## config.mk

```make
export PLATFORM = sky130hd
export DESIGN_NAME = stream_rr_arbiter
export DESIGN_NICKNAME = d
export VERILOG_FILES = /design/src/rtl/stream_rr_arbiter.sv
export SDC_FILE = /design/constraint.sdc
export NUM_CORES = 1
export LEC_CHECK = 0
export BUFFER_PORTS_ARGS = -buffer_cell sky130_fd_sc_hd__buf_2
export CORE_MARGIN = 2
export CORE_UTILIZATION = 30
export CTS_CLUSTER_SIZE = 25
export DETAILED_ROUTE_END_ITERATION = 7
export GPL_TIMING_DRIVEN = 0
export SLEW_MARGIN = 20
export SYNTH_ARGS = -nofsm -noshare
export SYNTH_HDL_FRONTEND = slang
export SYNTH_SLANG_ARGS = --single-unit
```

## constraint.sdc

```tcl
create_clock -name clk -period 2.5 [get_ports clk]
set_clock_uncertainty 0.15 [all_clocks]
set_input_delay 0.125 -clock clk [delete_from_list [all_inputs] [get_ports clk]]
set_output_delay 0.125 -clock clk [all_outputs]
set_load 0.1 [all_outputs]
```

## src/rtl/stream_rr_arbiter.sv

```systemverilog
// Round-robin arbiter sharing one valid/ready stream among N_REQ requesters.
// Grants are held for bursts of up to MAX_BURST beats; output is one registered stage tagged with the source id.
module stream_rr_arbiter #(
    parameter int N_REQ     = 4,
    parameter int WIDTH     = 16,
    parameter int MAX_BURST = 4,
    localparam int ID_W     = $clog2(N_REQ)
) (
    input  logic                   clk,
    input  logic                   reset,
    input  logic [N_REQ-1:0]       i_valid,
    output logic [N_REQ-1:0]       i_ready,
    input  logic [N_REQ*WIDTH-1:0] i_data,
    output logic                   o_valid,
    input  logic                   o_ready,
    output logic [WIDTH-1:0]       o_data,
    output logic [ID_W-1:0]        o_id
);

    localparam int CNT_W = $clog2(MAX_BURST + 1);

    localparam logic [0:0] IDLE  = 1'b0;
    localparam logic [0:0] GRANT = 1'b1;

    logic [0:0]       state;
    logic [ID_W-1:0]  rr_ptr;
    logic [ID_W-1:0]  grant;
    logic [ID_W-1:0]  next_grant;
    logic [ID_W-1:0]  grant_inc;
    logic [ID_W-1:0]  rr_idx;
    logic [CNT_W-1:0] beat_cnt;
    logic             found;
    logic             load;
    logic             xfer;
    logic             last_beat;
    logic [WIDTH-1:0] sel_data;

    assign load      = !o_valid || o_ready;
    assign xfer      = |(i_valid & i_ready);
    assign last_beat = (beat_cnt == CNT_W'(MAX_BURST - 1));
    assign grant_inc = (grant == ID_W'(N_REQ - 1)) ? '0 : grant + ID_W'(1);

    // Ready goes only to the granted requester, and only when the output register can take a beat.
    always_comb begin
        i_ready  = '0;
        sel_data = '0;
        for (int unsigned k = 0; k < N_REQ; k++) begin
            if (grant == ID_W'(k)) begin
                sel_data   = i_data[k*WIDTH +: WIDTH];
                i_ready[k] = (state == GRANT) && load;
            end
        end
    end

    // First valid requester at or after rr_ptr, wrapping modulo N_REQ.
    always_comb begin
        next_grant = rr_ptr;
        found      = 1'b0;
        rr_idx     = '0;
        for (int unsigned i = 0; i < N_REQ; i++) begin
            rr_idx = ID_W'((32'(rr_ptr) + i) % N_REQ);
            if (!found && i_valid[rr_idx]) begin
                found      = 1'b1;
                next_grant = rr_idx;
            end
        end
    end

    always_ff @(posedge clk) begin
        if (!reset) begin
            state    <= IDLE;
            rr_ptr   <= '0;
            grant    <= '0;
            beat_cnt <= '0;
            o_valid  <= 1'b0;
            o_data   <= '0;
            o_id     <= '0;
        end else begin
            if (load) begin
                o_valid <= xfer;
                if (xfer) begin
                    o_data <= sel_data;
                    o_id   <= grant;
                end
            end

            case (state)
                IDLE: begin
                    if (|i_valid) begin
                        grant    <= next_grant;
                        beat_cnt <= '0;
                        state    <= GRANT;
                    end
                end
                GRANT: begin
                    // With load high, no transfer means the granted requester dropped valid.
                    if (load) begin
                        if (!xfer || last_beat) begin
                            state  <= IDLE;
                            rr_ptr <= grant_inc;
                        end
                        if (xfer) begin
                            beat_cnt <= beat_cnt + CNT_W'(1);
                        end
                    end
                end
                default: state <= IDLE;
            endcase
        end
    end

endmodule

```

Yosys cells after proc, flatten, opt, wreduce, memory -nomap -nowiden
Index checks and enable logic that the tools add are counted.

Add/subtract/negate cells: 5. Order comparisons: 4. Equality and inequality tests: 7. Muxes and demuxes: 31. Bitwise gates (word level): 2. Reduce and logical (&&, ||, !) cells: 18.

Operators by type and width (number): 16-bit 2-to-1 mux (4); 1-bit 2-to-1 mux (14); 2-bit by 3-bit < comparator with 1-bit output (second input constant) (4); 3-bit 2-to-1 mux (3); 1-bit binary-select mux with 2-bit select (4); 2-bit 2-to-1 mux (4); 4-bit OR reduction (2); 3-bit case mux with 2 select lines (1); 3-bit AND reduction (2); 1-bit logical NOT (5); 2-bit by 1-bit adder with 2-bit output (second input constant) (2); 2-bit adder (second input constant) (2); 4-bit AND (1); 2-bit == test (second input constant) (2); 1-bit logical AND (4); 2-bit by 1-bit inequality test with 1-bit output (second input constant) (2); 2-bit AND reduction (2); 3-bit by 1-bit adder with 3-bit output (second input constant) (1); 3-bit by 2-bit == test with 1-bit output (second input constant) (1); 2-bit by 1-bit == test with 1-bit output (second input constant) (1); 2-bit logical NOT (1); 1-bit logical OR (2); 2-bit inequality test (second input constant) (1); 1-bit case mux with 2 select lines (1); 1-bit NOT (1).

Register bits: 27. Bits of input ports: 71. Output and inout port bits: 23. Word-level logic and storage cells: 74.

Longest topological paths before layout
Gate-level depths: netlist of the first run.

Depth after elaboration: 12. Mapped depth: 8. Mapped depth without buffers: 6.

Least setup slack after synthesis of the first run
OpenSTA, ideal clock, no wires.

Kind: register -> output. Start point: register grant[0]. End point: output i_ready[2]. Data arrival time: 1795 ps. Required time: 2225 ps. Path slack: 430 ps. Cell stages (with the launch flop): 6. Buffers on the path: 2. Cells stage by stage: dfxtp_1 > inv_1 > ha_1 > buf_2 > clkbuf_1 > and3_1.

Longest elaborated chain between the ends: 2.

RTL lines: start, declared (line 27) `logic [ID_W-1:0] grant;`; start signal, assigned (line 90) `grant <= next_grant;`; 2-bit == test (line 48) `if (grant == ID_W'(k)) begin`; 1-bit 2-to-1 mux (line 48); end, declared (line 12) `output logic [N_REQ-1:0] i_ready,`.

Every way passes these cells.

Worst setup path after layout of the first run
Start point: register grant[1]. End point: output i_ready[1].

Longest elaborated chain between the ends: 2.

RTL lines (line): 2-bit by 1-bit == test with 1-bit output (48); 1-bit 2-to-1 mux (48).

Every way passes these cells.

==> impl_metrics.ini, run 1 <==
[critical_path]
slowest_stage = buf_2
path_buf_inv = 3
crit_chain = inv_1 -> ha_1 -> clkbuf_1 -> and3_1 -> buf_2
cp.required_ns = 2.23
path_class = reg -> out
max_stage_delay_ns = 0.42
critical_path.top_delay_family = buffers and inverters
end_kind = primary output
worst-path-max-fanout = 10
worst_ep_arrival_time_ns = 1.99
start_kind = flop

[clocking]
clk_pin_slew_ns = 0.10
cts_tree = built
cts_root_buf = clkbuf_8
cts_buffers = 3
cts_resized = 0
clockBufferDepth = 2
cts.sinks = 27
clock_latency_ns = 0.28
cts.htree.levels = 1
postCtsSetupBuffers = 0

[sta]
worst_slew_pin_slew_ns = 0.670
final-setup-viol-count = 0
finalCritPeriodShare_pct = 90.8
finalSetupTns_ns = 0
period_needed_ns = 2.27
slew_headroom_pct = 54.9
fmax_mhz = 441
rsz0062_at_grt = false
drv_slew = 0
hold_viol_final = 0

[drt]
first_pass_iters = 4
ant_nets = 0
drt-initial-drc-count = 114
drc_errors = 0
routed_wl_mm = 5.42
vias = 1973
wire_per_inst_um = 13.6
viasPerCell = 4.96

[layout]
drive_gt1_share_pct = 33.1
multi_input_area_sq_um = 937
final_common_cell = buf_2
final_cell_count_no_fill = 398
antenna_cells = 0
syn_to_final_growth_pct = 46.0
most-common-layout-cells = buf_2, dfxtp_1, nand2_1
regArea_sq_um = 541
nets = 404
fill_cells = 580
design_area_sq_um = 2420

[placed_design]
io_buffers = 93
gp_congestion = 0.855
detailed_place_hpwl_mm = 4.11
dpl-instance-area_sq_um = 2210
dpl.cell_count = 379

[global_route]
grt_start_max_net_pins = 15
grt_pass1_wl_mm = 8.82
grt_usage_pct = 17.7
grt_pass1_vias = 1920
overflow = 0
antenna_found_initial = 0

[logic_synthesis]
syn_nets = 291
synth_area_per_cell_sq_um = 7.75
synth_seq_area_share_pct = 32.6
synthTopCellsByArea = dfxtp_1, a211o_1, a221oi_1, a31oi_1, nand2_1
yosys_warnings = 0
synth.top_cell.area_share_pct = 32.6
synth.largest_area_cell = dfxtp_1
ys_types = 37
synth_area_sq_um = 1660
ys_seq_elements = 27
syn_inst = 214

[floorplanning]
core_sq_um = 5440
rows = 27
io_pins = 94
initial_core_util_pct = 30.5
fp.dieW_um = 78.4
die_area_sq_um = 6140
dieHeight_um = 78.4

[run_status]
status = finished, final reports clean

[power_and_ir_drop]
p_per_area_nw_per_um2 = 573
leakage_nw = 1.17
total_power_mw = 1.39
max-vdd-ir-drop_mv = 0.262

[worst_hold_path]
hold_path_class = in -> reg

[run]
cap_violations = 0
## per-layer routing
layer / routed length, um / track usage [%] / vias to the layer above
li1: - / - / 1008
met1: 2360 / 21.9 / 882
met2: 2630 / 31.6 / 75
met3: 342 / 3.22 / 8
met4: 85 / 4.74 / 0
met5: 0 / 0 / -
## area by class of cell
class / instances / share of cell area (%)
Tap cell: 72 / 3.72
Timing Repair Buffer: 110 / 26.2
Buffer: 15 / 3.62
Clock buffer: 4 / 1.86
Sequential cell: 27 / 22.3
Inverter: 23 / 3.56
Multi-Input combinational cell: 147 / 38.7
## metrics by stage
step | hold slack, ns | setup slack, ns | util, %
after floorplan | 0.119 | 0.430 | -
after global placement | 0.249 | 0.411 | 40.7
after detailed placement | 0.251 | 0.420 | 40.7
after CTS | 0.0399 | 0.106 | 44.7
after global routing | 0.0472 | 0.0910 | 44.5
final | 0.0360 | 0.230 | 44.5
## state kept, by name, summed over array words and instances, names as in the netlist
| signal | count |
|---|---|
| beat_cnt | 3 |
| grant | 2 |
| o_data | 16 |
| o_id | 2 |
| o_valid | 1 |
| rr_ptr | 2 |
| state | 1 |
## synthesized netlist by cell type, drive strengths merged
master	number
a211o	13
a211oi	2
a21oi	11
a221oi	13
a22oi	2
a31oi	16
and2b	1
and3	4
buf	9
clkbuf	8
dfxtp	27
ha	6
inv	23
mux2i	1
nand2	26
nand2b	1
nand3	3
nand3b	1
nor2	8
nor2b	2
nor3	1
nor4	1
o211ai	1
o21a	1
o21ai	25
o221ai	1
o22ai	3
o31ai	1
or3b	1
or4	1
xnor2	1
## worst paths after layout
path | slack (ns) | end | start | cells past startpoint
worst min-delay path | 0.04 | o_valid | o_ready | 4
worst max-delay path | 0.23 | i_ready[1] | grant[1] | 5
worst min register to register | 0.31 | o_id[1] | o_id[1] | 2
worst max register to register | 0.37 | o_data[6] | grant[0] | 7
## power by group
part	internal (mW)	total [mW]	switching, mW
Combinational	0.198	0.637	0.440
Clock	0.114	0.256	0.141
Sequential	0.469	0.495	0.0264
## tightest hold or removal path, cell delays in order
cell,delay (ns)
buf_2,0.08
nor2b_1,0.07
nor2_1,0.11
nor2_1,0.04
## timing repair
item | 4_1_cts | 5_1_grt
endpoints found under the hold margin | 17 | 0
hold buffers | 17 | 0
endpoints found under the setup margin | 0 | 2
## cell families (layout without fill, tap and decap cells)
| kind of cell | count (synthesis) | in the layout | synth area share (%) |
|---|---|---|---|
| AND/OR/NAND/NOR | 50 | 50 | 13.8 |
| buffers and inverters | 40 | 152 | 10.9 |
| adder cells (fa/ha/maj) | 6 | 6 | 4.52 |
| multiplexers | 1 | 1 | 0.603 |
| AO/OA/AOI/OAI | 89 | 89 | 37.0 |
| flip-flops | 27 | 27 | 32.6 |
| XOR/XNOR | 1 | 1 | 0.528 |
(Power assumes the default switching activity.)
==> run 2: changes to the inputs <==
--- a/config.mk
+++ b/config.mk
@@ -7,10 +7,11 @@
 export LEC_CHECK = 0
 export BUFFER_PORTS_ARGS = -buffer_cell sky130_fd_sc_hd__buf_2
 export CORE_MARGIN = 2
-export CORE_UTILIZATION = 30
+export CORE_UTILIZATION = 44
 export CTS_CLUSTER_SIZE = 25
 export DETAILED_ROUTE_END_ITERATION = 7
 export GPL_TIMING_DRIVEN = 0
+export PLACE_DENSITY = 0.8
 export SLEW_MARGIN = 20
 export SYNTH_ARGS = -nofsm -noshare
 export SYNTH_HDL_FRONTEND = slang
==> run 2 against run 1 <==
  * Clock power fell by 2%
  * Combinational power barely moved
  * Critical path type unchanged
  * Setup slack got worse by 0.060 ns
  * Critical path depth did not move
  * Global-route usage rose by 6.8 points
  * Design area fell by 1.5%
  * Wire length fell by 4.8%
  * Non-clock buffer count did not move
==> impl_metrics.ini, run 2 (same netlist as run 1, synthesis figures left out) <==
[critical_path]
slowest_stage = dfxtp_1
worst_ep_arrival_time_ns = 2.05
end_kind = primary output
cp.required_ns = 2.23
max_stage_delay_ns = 0.42
crit_chain = ha_1 -> buf_6 -> clkbuf_1 -> and3_1 -> buf_2
worst-path-max-fanout = 10
start_kind = flop
path_class = reg -> out

[sta]
setup_slack_ns = 0.170
finalSetupTns_ns = 0
final-setup-viol-count = 0
finalCritPeriodShare_pct = 93.2
drv_slew = 0
slew_headroom_pct = 63.0
rsz0062_at_grt = false
worst_slew_pin_slew_ns = 0.549
hold_slack_ns = 0.0151
fmax_mhz = 429
period_needed_ns = 2.33
hold_viol_final = 0

[drt]
wl_met1_mm = 2.18
drt-initial-drc-count = 155
wire_per_inst_um = 13.8
viasPerCell = 5.47
first_pass_iters = 4
drc_errors = 0
ant_nets = 0
wl_met2_mm = 2.59
top_layer_used = met4
vias = 2044
routed_wl_mm = 5.16
met3_wirelength_um = 288

[global_route]
overflow = 0
grt_pass1_vias = 1889
antenna_found_initial = 0
grt_pass1_wl_mm = 8.25
grt_usage_pct = 24.5
grt_start_max_net_pins = 15

[layout]
top_register = o_data
most-common-layout-cells = buf_2, dfxtp_1, nand2_1
largest_register_ffs = 16
final_common_cell = buf_2
antenna_cells = 0
reg_top3 = o_data x16, beat_cnt x3
drive_gt1_share_pct = 33.1
nets = 404
syn_to_final_growth_pct = 43.8

[power_and_ir_drop]
max-vdd-ir-drop_mv = 0.416
leakage_nw = 1.17
p_per_area_nw_per_um2 = 580

[clocking]
cts.htree.levels = 1
clk_pin_slew_ns = 0.09
cts_tree = built
cts_root_buf = clkbuf_8
cts.sinks = 27
cts_resized = 0
postCtsSetupBuffers = 0
clock_latency_ns = 0.27
cts_buffers = 3
clockBufferDepth = 2

[placed_design]
gp_congestion = 0.915
dp_slack_ns = 0.419
detailed_place_hpwl_mm = 3.85
io_buffers = 93

[floorplanning]
core_sq_um = 3630
die_area_sq_um = 4280
initial_core_util_pct = 45.7
dieHeight_um = 65.4
fp.dieW_um = 65.4
io_pins = 94
rows = 22

[run]
cap_violations = 0

[run_status]
status = finished, final reports clean

[worst_hold_path]
hold_path_class = in -> reg
==> run 2: cell count changes in the layout (fill, tap and decap cells not counted) <==
cell / change
dlygate4sd3_1: -1
clkbuf_1: +1
==> run 2: through the flow <==
stage          area [sq um]  utilization [%]  instances  total power, mW
2_1_floorplan          1660                -        214            0.970
3_3_place_gp           2180             60.1        355             1.11
3_5_place_dp           2180             60.1        355             1.12
4_1_cts                2390             65.8        375             1.38
5_1_grt                2390             65.7        374             1.45
6_report               2390             65.7        374             1.38
==> run 2: path summary, 6_finish.rpt <==
| check | start | slack (ns) | endpoint | depth (start not counted) |
|---|---|---|---|---|
| min | reset | 0.02 | o_id[1] | 3 |
| max | grant[0] | 0.17 | i_ready[3] | 5 |
| min reg2reg | o_id[0] | 0.31 | o_id[0] | 2 |
| max reg2reg | grant[0] | 0.34 | beat_cnt[2] | 8 |
==> run 2: final cells by class <==
type                    instances  area [sq um]
well taps                      48          60.1
repair buffers                109           626
clock buffers                   4          45.0
fillers                       344          1250
multi-input cells             147           937
flip-flops and latches         27           541
inverters                      23          86.3
plain buffers                  16          91.3
==> run 2: critical path, delay by kind of cell (launching register included) <==
kind                       cells  cell delay [ns]
adders and majority gates      1             0.19
buffers and inverters          3             0.94
DFF                            1             0.42
and+or+nand+nor                1             0.23
==> run 2: repair_timing <==
| item | CTS | global route |
|---|---|---|
| setup endpoints to repair | 0 | 1 |
| hold buffers | 16 | 0 |
| endpoints found under the hold margin | 16 | 0 |
==> run 2: where the power goes <==
group | leakage [nW] | total [mW] | switching (mW) | internal [mW]
sequential | 0.221 | 0.496 | 0.0267 | 0.469
combinational | 0.927 | 0.638 | 0.441 | 0.197
clock | 0.0228 | 0.250 | 0.136 | 0.114
==> run 2: metal layers <==
layer  vias to the layer above  track usage, %
li1                       1006               -
met1                       948            29.7
met2                        80            44.3
met3                        10            4.11
met4                         0            7.29
met5                         -               0
==> run 3: changes to the inputs <==
--- a/config.mk
+++ b/config.mk
@@ -12,6 +12,7 @@
 export DETAILED_ROUTE_END_ITERATION = 7
 export GPL_TIMING_DRIVEN = 0
 export PLACE_DENSITY = 0.8
+export RECOVER_POWER = 100
 export SLEW_MARGIN = 20
 export SYNTH_ARGS = -nofsm -noshare
 export SYNTH_HDL_FRONTEND = slang
==> run 3 against run 2 <==
  * Flip-flop and latch count unchanged
  * Sequential share of layout area rose by 0.42 points
  * Global-route usage unchanged
  * Non-clock buffer count is the same
  * Wire length rose by 1.3%
  * Combinational power fell by 2%
  * Sequential power hardly changed
  * Count of clock-buffer cells in the layout unchanged
  * Maximum frequency decreased by 1.2%
  * Core utilization down 1.2 points
  * Critical path depth stayed put
  * Setup slack worse by 0.029 ns
  * Critical endpoint unchanged
  * Highest routed layer unchanged
==> impl_metrics.ini, run 3 (same netlist as run 1, synthesis figures left out) <==
[clocking]
cts.htree.levels = 1
cts_resized = 0
clockBufferDepth = 2
clock_latency_ns = 0.27
cts_tree = built
cts_buffers = 3
cts_root_buf = clkbuf_8
clk_pin_slew_ns = 0.09
cts.sinks = 27

[layout]
final_common_cell = buf_2
most-common-layout-cells = buf_2, clkbuf_1, dfxtp_1
design_area_sq_um = 2340
multi_input_area_sq_um = 921
largest_register_ffs = 16
final_cell_count_no_fill = 374
antenna_cells = 0
reg_top3 = o_data x16, beat_cnt x3
drive_gt1_share_pct = 26.7
fill_cells = 357
top_register = o_data
regArea_sq_um = 541
syn_to_final_growth_pct = 41.2
nets = 404

[global_route]
antenna_found_initial = 0
grt_pass1_vias = 1889
grt_usage_pct = 24.5
grt_pass1_wl_mm = 8.25
overflow = 0
grt_start_max_net_pins = 15

[critical_path]
worst-path-max-fanout = 10
path_class = reg -> out
slowest_stage = dfxtp_1
start_kind = flop
critical_path.top_delay_family = buffers and inverters
crit_chain = ha_1 -> buf_4 -> clkbuf_1 -> and3_1 -> buf_2
worst_ep_arrival_time_ns = 2.08
path_buf_inv = 3
end_kind = primary output
cp.required_ns = 2.23
max_stage_delay_ns = 0.43

[run]
cap_violations = 0

[sta]
period_needed_ns = 2.36
final-setup-viol-count = 0
hold_viol_final = 0
fmax_mhz = 424
worst_slew_pin_slew_ns = 1.21
finalCritPeriodShare_pct = 94.3
rsz0062_at_grt = false
slew_headroom_pct = 19.6
finalSetupTns_ns = 0
drv_slew = 0

[placed_design]
io_buffers = 93
dpl.cell_count = 355
gp_congestion = 0.915
detailed_place_hpwl_mm = 3.85
dpl-instance-area_sq_um = 2180

[drt]
first_pass_iters = 5
ant_nets = 0
vias = 2056
routed_wl_mm = 5.23
viasPerCell = 5.50
wire_per_inst_um = 14.0
drt-initial-drc-count = 145
drc_errors = 0

[floorplanning]
initial_core_util_pct = 45.7
dieHeight_um = 65.4
io_pins = 94
rows = 22
die_area_sq_um = 4280
core_sq_um = 3630
fp.dieW_um = 65.4

[power_and_ir_drop]
leakage_nw = 1.09
max-vdd-ir-drop_mv = 0.415
p_per_area_nw_per_um2 = 586

[worst_hold_path]
hold_path_class = in -> reg

[run_status]
status = finished, final reports clean
==> run 3: cell types whose count changed in the layout (fill, tap and decap cells not counted), sizes merged <==
cell    change
buf        -24
clkbuf     +24
==> run 3: worst paths after layout <==
path,slack (ns),start,cells past startpoint,to
worst max register to register,0.22,grant[0],8,beat_cnt[2]
worst max-delay path,0.14,grant[0],5,i_ready[3]
worst min register to register,0.32,o_id[0],2,o_id[0]
worst min-delay path,0.01,reset,3,o_id[1]
==> run 3: routing by layer <==
layer | global-route usage [%] | vias to the layer above | part of all wire, %
li1 | - | 1002 | -
met1 | 29.7 | 956 | 42
met2 | 44.3 | 88 | 50
met3 | 4.11 | 10 | 6.0
met4 | 7.29 | 0 | 2.0
met5 | 0 | - | 0
==> run 3: power breakdown <==
group / switching [mW] / leakage (nW) / internal [mW]
Combinational: 0.439 / 0.845 / 0.185
Clock: 0.137 / 0.0228 / 0.114
Sequential: 0.0279 / 0.221 / 0.469
==> run 3: stage by stage <==
stage / setup WS (ns) / power [mW] / utilization (%) / hold WS (ns)
global placement: 0.459 / 1.11 / 60.1 / 0.246
detailed placement: 0.419 / 1.12 / 60.1 / 0.248
CTS: 0.142 / 1.38 / 65.8 / 0.0188
finish: 0.142 / 1.37 / 64.5 / 0.0115
global route: 0.0191 / 1.43 / 64.5 / 0.0211
floorplan: 0.430 / 0.970 / - / 0.119
==> run 3: area by class of cell <==
class	count	share of cell area [%]
buffer	16	3.74
clock buffer	4	1.92
inverter	23	3.69
multi-input combinational	147	39.3
sequential	27	23.1
tap	48	2.56
timing repair buffer	109	25.7
==> run 3: timing repair <==
item / CTS / global route
setup endpoints to repair: 0 / 1
hold buffers: 16 / 0
setup buffers: 0 / 0
hold endpoints to repair: 16 / 0
==> run 3: worst register-to-register path, stage by stage (launching register included) <==
cell and delay [ns]:
dfxtp_1 0.37, inv_1 0.12, ha_1 0.14, buf_2 0.28, a22oi_1 0.15, a211oi_2 0.47, clkbuf_2 0.33, nand3b_1 0.11
o31ai_1 0.08
